--- src/rtl/tick_scheduler.sv ---
`default_nettype none
// ============================================================================
// Module   : tick_scheduler
// Purpose  : Three programmable-period clock-enable strobes, round-robin
//            arbitrated so at most one subsystem is strobed per cycle.
// Revision : 1.0  initial release
// ============================================================================
module tick_scheduler #(
    parameter int          PERIOD_WIDTH    = 32,
    parameter int unsigned DEFAULT_PERIOD0 = 500000,
    parameter int unsigned DEFAULT_PERIOD1 = 833333,
    parameter int unsigned DEFAULT_PERIOD2 = 1000000
) (
    input  logic                    clock,
    input  logic                    reset,
    input  logic                    enable,
    input  logic                    cfg_valid,
    output logic                    cfg_ready,
    input  logic [1:0]              cfg_channel,
    input  logic [PERIOD_WIDTH-1:0] cfg_period,
    output logic [2:0]              tick,
    output logic [2:0]              pending,
    output logic [2:0]              overrun,
    input  logic                    overrun_clear
);

    localparam logic [1:0] c_ST_RESET = 2'd0;
    localparam logic [1:0] c_ST_IDLE  = 2'd1;
    localparam logic [1:0] c_ST_APPLY = 2'd2;

    logic [PERIOD_WIDTH-1:0] r_period  [3];
    logic [PERIOD_WIDTH-1:0] r_counter [3];
    logic [2:0]              r_pending;
    logic [2:0]              r_overrun;
    logic [2:0]              r_tick;
    logic [1:0]              r_rr_ptr;
    logic [1:0]              r_state;
    logic                    r_cfg_ready;
    logic [1:0]              r_cfg_channel;
    logic [PERIOD_WIDTH-1:0] r_cfg_period;

    logic [2:0]              w_apply;
    logic [2:0]              w_expire;
    logic [2:0]              w_eligible;
    logic [2:0]              w_grant;
    logic [2:0]              w_new_overrun;
    logic [1:0]              w_grant_idx;
    logic                    w_grant_any;
    logic [2:0]              w_scan;
    logic [PERIOD_WIDTH-1:0] w_cfg_period_sat;

    assign w_cfg_period_sat = (r_cfg_period == '0) ? PERIOD_WIDTH'(1) : r_cfg_period;

    for (genvar gi = 0; gi < 3; gi++) begin : g_chan
        assign w_apply[gi]  = (r_state == c_ST_APPLY) && (r_cfg_channel == 2'(gi));
        // A channel being reprogrammed has its counter reset, so it cannot expire.
        assign w_expire[gi] = enable && !w_apply[gi]
                              && (r_counter[gi] == r_period[gi] - PERIOD_WIDTH'(1));
    end

    // A channel under reprogramming is excluded so its pending bit is dropped, not ticked.
    assign w_eligible = r_pending & ~w_apply;

    always_comb begin
        w_grant     = 3'b000;
        w_grant_idx = r_rr_ptr;
        w_grant_any = 1'b0;
        w_scan      = 3'd0;
        for (int k = 0; k < 3; k++) begin
            w_scan = {1'b0, r_rr_ptr} + 3'(k);
            if (w_scan >= 3'd3) begin
                w_scan = w_scan - 3'd3;
            end
            if (!w_grant_any && w_eligible[w_scan[1:0]]) begin
                w_grant_any = 1'b1;
                w_grant_idx = w_scan[1:0];
            end
        end
        if (w_grant_any) begin
            w_grant[w_grant_idx] = 1'b1;
        end
    end

    assign w_new_overrun = w_expire & r_pending & ~w_grant;

    always_ff @(posedge clock) begin
        if (reset) begin
            r_period[0]   <= PERIOD_WIDTH'(DEFAULT_PERIOD0);
            r_period[1]   <= PERIOD_WIDTH'(DEFAULT_PERIOD1);
            r_period[2]   <= PERIOD_WIDTH'(DEFAULT_PERIOD2);
            for (int i = 0; i < 3; i++) begin
                r_counter[i] <= '0;
            end
            r_pending     <= 3'b000;
            r_overrun     <= 3'b000;
            r_tick        <= 3'b000;
            r_rr_ptr      <= 2'd0;
            r_state       <= c_ST_RESET;
            r_cfg_ready   <= 1'b0;
            r_cfg_channel <= 2'd0;
            r_cfg_period  <= '0;
        end else begin
            for (int i = 0; i < 3; i++) begin
                if (w_apply[i]) begin
                    r_period[i]  <= w_cfg_period_sat;
                    r_counter[i] <= '0;
                end else if (enable) begin
                    r_counter[i] <= w_expire[i] ? '0 : r_counter[i] + PERIOD_WIDTH'(1);
                end
            end

            // Expiry beats grant on the same channel; reprogramming beats both.
            r_pending <= ((r_pending & ~w_grant) | w_expire) & ~w_apply;
            r_overrun <= (overrun_clear ? 3'b000 : r_overrun) | w_new_overrun;
            r_tick    <= w_grant;
            if (w_grant_any) begin
                r_rr_ptr <= (w_grant_idx == 2'd2) ? 2'd0 : w_grant_idx + 2'd1;
            end

            case (r_state)
                c_ST_RESET: begin
                    r_state     <= c_ST_IDLE;
                    r_cfg_ready <= 1'b1;
                end
                c_ST_IDLE: begin
                    if (cfg_valid && r_cfg_ready) begin
                        r_state       <= c_ST_APPLY;
                        r_cfg_ready   <= 1'b0;
                        r_cfg_channel <= cfg_channel;
                        r_cfg_period  <= cfg_period;
                    end
                end
                c_ST_APPLY: begin
                    r_state     <= c_ST_IDLE;
                    r_cfg_ready <= 1'b1;
                end
                default: begin
                    r_state     <= c_ST_RESET;
                    r_cfg_ready <= 1'b0;
                end
            endcase
        end
    end

    assign cfg_ready = r_cfg_ready;
    assign tick      = r_tick;
    assign pending   = r_pending;
    assign overrun   = r_overrun;

endmodule
`default_nettype wire

--- config.mk ---
export PLATFORM = sky130hd
export DESIGN_NAME = tick_scheduler
export DESIGN_NICKNAME = d
export VERILOG_FILES = /design/src/rtl/tick_scheduler.sv
export SDC_FILE = /design/constraint.sdc
export NUM_CORES = 1
export LEC_CHECK = 0
export CAP_MARGIN = 5
export CORE_MARGIN = 2
export CORE_UTILIZATION = 61
export DETAILED_ROUTE_END_ITERATION = 7
export GPL_ROUTABILITY_DRIVEN = 1
export PLACE_DENSITY = 0.86
export SLEW_MARGIN = 15
export SYNTH_ARGS = -nofsm -noshare
export SYNTH_HDL_FRONTEND = slang
export SYNTH_SLANG_ARGS = --single-unit
--- constraint.sdc ---
create_clock -name clock -period 8.4 [get_ports clock]
set_input_delay 1.68 -clock clock [delete_from_list [all_inputs] [get_ports clock]]
set_output_delay 1.68 -clock clock [all_outputs]
set_load 0.01 [all_outputs]
==> run_results.csv <==
group,metric,value,unit
power_and_ir_drop,peakVddDrop,0.154,mV
clocking,postCtsSetupBuffers,0,
global_route,grt_pass1_vias,10743,
setup_path,cp_max_fo,22,
logic_synthesis,ys_ff_latch,239,
floorplan,io_pins,49,
detailed_routing,drt_iter0_markers,1302,
global_route,grt_pass1_wl,56.5,mm
setup_path,critPathLaunchType,"register",
setup_path,criticalPathCategory,"register to register",
global_route,grt_max_degree,48,
logic_synthesis,synth_top_family_by_area,"simple AND/OR/NAND/NOR gates",
logic_synthesis,synth_fp_nets,1477,
placed_design,place_ws,3480,ps
min_path,hold_class,"register to register",
detailed_routing,drt_first_pass_iters,6,
logic_synthesis,yosysSeqAreaShare,0.477,
final_layout,fillCellCount,1626,
floorplan,core,22600,sq um
global_route,use_met2,0.480,
logic_synthesis,netlist_instances,1430,
power_and_ir_drop,power_frac_clock,0.401,
final_layout,multi_input_area,6930,sq um
setup_path,cp-end-kind,"register",
final_layout,regArea,6710,sq um
power_and_ir_drop,p_seq_frac,0.512,
power_and_ir_drop,switchingPower,0.000688,W
logic_synthesis,netlist_area,14100,sq um
clocking,clkLatencyLatePin,540,ps
setup_path,arrival,4620,ps
clocking,numCtsBuffers,26,
power_and_ir_drop,swShare,0.247,
global_route,grt_use_total,0.293,
sta,final_max_slew_viol_count,0,
sta,max_freq,0.230,GHz
sta,worst_slack,4060,ps
logic_synthesis,synthArstFlopShare,0,
logic_synthesis,avgSynthCellArea,9.83,sq um
logic_synthesis,yosysWarnings,0,
global_route,gr-usage-met3,0.0356,
sta,finClkSkew,15.2,ps
final_layout,drive_above_1_share,0.0605,
sta,finalSetupTns,0,ps
floorplan,chipWidth,156,microns
global_route,busiest_layer,"met2",
power_and_ir_drop,p_int,0.00209,W
clocking,hold_buffers,0,
logic_synthesis,yosys.area_share.simple,0.274,
logic_synthesis,synth.mux.area_fraction,0.00810,
sta,tightest_slew,1210,ps
clocking,clockBufferDepth,3,
detailed_routing,wire_per_inst,20.2,microns
sta,rsz0062_at_grt,"false",
power_and_ir_drop,pwr-share-comb,0.088,
logic_synthesis,synth_xor_area_frac,0.121,
logic_synthesis,ys.flop_type,"edfxtp_1",
global_route,met1_usage,0.403,
floorplan,start_util,0.621,
logic_synthesis,synth_edf_count,192,
clocking,ctsResizeCount,0,
logic_synthesis,synth_cell_type_count,77,
floorplan,rows,55,
logic_synthesis,yosys.area_share.adder,0.00712,
status,status,"completed",
placed_design,io_buffers,48,
detailed_routing,ant_nets,0,
power_and_ir_drop,power.leakage,4.99,nW
floorplan,die-area,24300,sq um
floorplan,dieHeight,156,microns
sta,period_needed,4340,ps
power_and_ir_drop,powerDensity,179,nW/um^2
global_route,grt_antenna_before_repair,1,
clocking,cts.sinks,239,
clocking,cts_root_buf,"clkbuf_16",
setup_path,cp.required,8680,ps
clocking,clk_pin_slew,60,ps
detailed_routing,drc_errors,0,
final_layout,synthToLayoutAreaGrowth,10.3,%
flow_run,max_cap_viol_count,0,
detailed_routing,vias,11462,
detailed_routing,viasPerCell,6.53,
placed_design,gp_congestion,0.926,
sta,setup_viol,0,
clocking,htree_levels,1,
clocking,cts_tree,"built",
sta,fin_crit_sh,0.517,
global_route,grt-ovfl-total,0,
final_layout,antenna_cells,0,
placed_design,dp.final_hpwl,25.6,mm
sta,hold_viol_final,0,
final_layout,layout.nets,1498,
sta,max_slew_margin,0.188,
detailed_routing,routed_wl,35.5,mm
logic_synthesis,synth_compound_area_frac,0.0817,
cells in the mapped netlist, drive strengths merged, types with 5 or more instances:
cell / number / area, sq um
or4: 19 / 154
and3: 19 / 119
a31oi: 6 / 37.5
nand2: 137 / 517
edfxtp: 192 / 5770
nand2b: 24 / 150
buf: 18 / 138
clkbuf: 49 / 184
nand3b: 5 / 37.5
o21a: 6 / 45.0
nand4: 37 / 231
nand4b: 11 / 96.3
a22oi: 5 / 37.5
inv: 29 / 109
or2: 8 / 50.1
nand3: 70 / 350
nor3b: 6 / 45.0
mux2i: 8 / 80.1
o31ai: 8 / 60.1
o22ai: 6 / 37.5
a2111oi: 6 / 52.6
and4: 12 / 105
dfxtp: 47 / 941
o21ai: 22 / 110
a21oi: 53 / 265
and2: 36 / 225
nor3: 99 / 507
xnor2: 101 / 885
nor4: 51 / 383
ha: 8 / 100
nor2: 122 / 458
or4b: 5 / 50.1
or3: 8 / 50.1
o211ai: 9 / 67.6
nor2b: 19 / 119
a31o: 6 / 52.6
xor2: 93 / 815
a211o: 5 / 43.8
nor4b: 12 / 111
sequential cells by signal, indices dropped and copies added (netlist names):
| signal | count |
|---|---|
| overrun | 3 |
| r_cfg_period | 32 |
| tick | 3 |
| r_counter | 96 |
| r_cfg_channel | 2 |
| r_rr_ptr | 2 |
| r_state | 2 |
| r_period | 96 |
| pending | 3 |
power groups by stage:
stage	Clock (W)	Combinational [W]	Sequential [W]
after global placement	0	0.000230	0.00144
after global routing	0.00117	0.000267	0.00143
final	0.00111	0.000244	0.00142
after floorplan	0	0.000189	0.00141
after CTS	0.00112	0.000241	0.00142
after detailed placement	0	0.000238	0.00144
worst max-delay path: stages, from the launching register on:
cell	delay, ps
edfxtp_1	420
nor3_1	740
nand4_1	620
a2111oi_0	660
o22ai_1	150
a211o_1	260
nor4_2	420
or3_1	480
buf_8	250
nor2_1	80
metal layers:
metal  wire length [microns]  up-vias  part of all wire
met5                      19        -           0.00053
met1                   14700     5486              0.41
met4                    1310        2             0.037
li1                        -     5312                 -
met3                    2870      106             0.081
met2                   16600      556              0.47
worst paths after layout:
| path | from | cells past startpoint | endpoint | slack (ps) |
|---|---|---|---|---|
| worst min register to register | r_cfg_period[3] | 2 | r_cfg_period[3] | 470 |
| worst min-delay path | r_cfg_period[3] | 2 | r_cfg_period[3] | 470 |
| worst max-delay path | r_period[0][64] | 9 | r_counter[2][24] | 4060 |
| worst max register to register | r_period[0][64] | 9 | r_counter[2][24] | 4060 |
layout by cell type (no fill, tap or decap), types with 6 or more instances in the layout:
cell type	n
a21oi_1	53
a31o_2	6
a31oi_1	6
and2_1	36
and3_1	19
and4_1	12
buf_4	10
clkbuf_1	7
clkbuf_16	27
clkdlybuf4s50_1	47
dfxtp_1	47
edfxtp_1	192
ha_1	8
inv_1	29
mux2i_1	8
nand2_1	136
nand2b_1	24
nand3_1	70
nand4_1	37
nand4b_1	11
nor2_1	121
nor2b_1	19
nor3_1	98
nor3b_1	6
nor4_1	45
nor4b_1	11
o211ai_1	9
o21a_1	6
o21ai_0	21
o22ai_1	6
o31ai_1	8
or2_2	7
or3_1	8
or4_1	16
xnor2_1	101
xor2_1	93
cell families after synthesis:
| group | count (synthesis) |
|---|---|
| xor+xnor | 194 |
| flops | 239 |
| fa+ha+maj | 8 |
| simple gates | 710 |
| mux | 11 |
| compound gates | 171 |
| buf+inv | 97 |
cell type report:
cell class,instances,share of cell area
multi-input cells,1094,0.447
inverters,30,0.00726
repair buffers,60,0.0374
well taps,285,0.0230
flip-flops and latches,239,0.432
clock buffers,37,0.0479
clock inverters,11,0.00540
metrics by stage:
stage                     total power, W  cell area (sq um)   util  hold WS, ps  instances
after global routing             0.00286              15500  0.685          502       1756
final                            0.00278              15500  0.685          466       1756
after detailed placement         0.00168              14700  0.647          457       1706
after global placement           0.00167              14700  0.647          453       1706
after floorplan                  0.00160              14100      -          444       1430
after CTS                        0.00278              15500  0.684          464       1754
No activity file was read; power rests on OpenSTA's default activity.
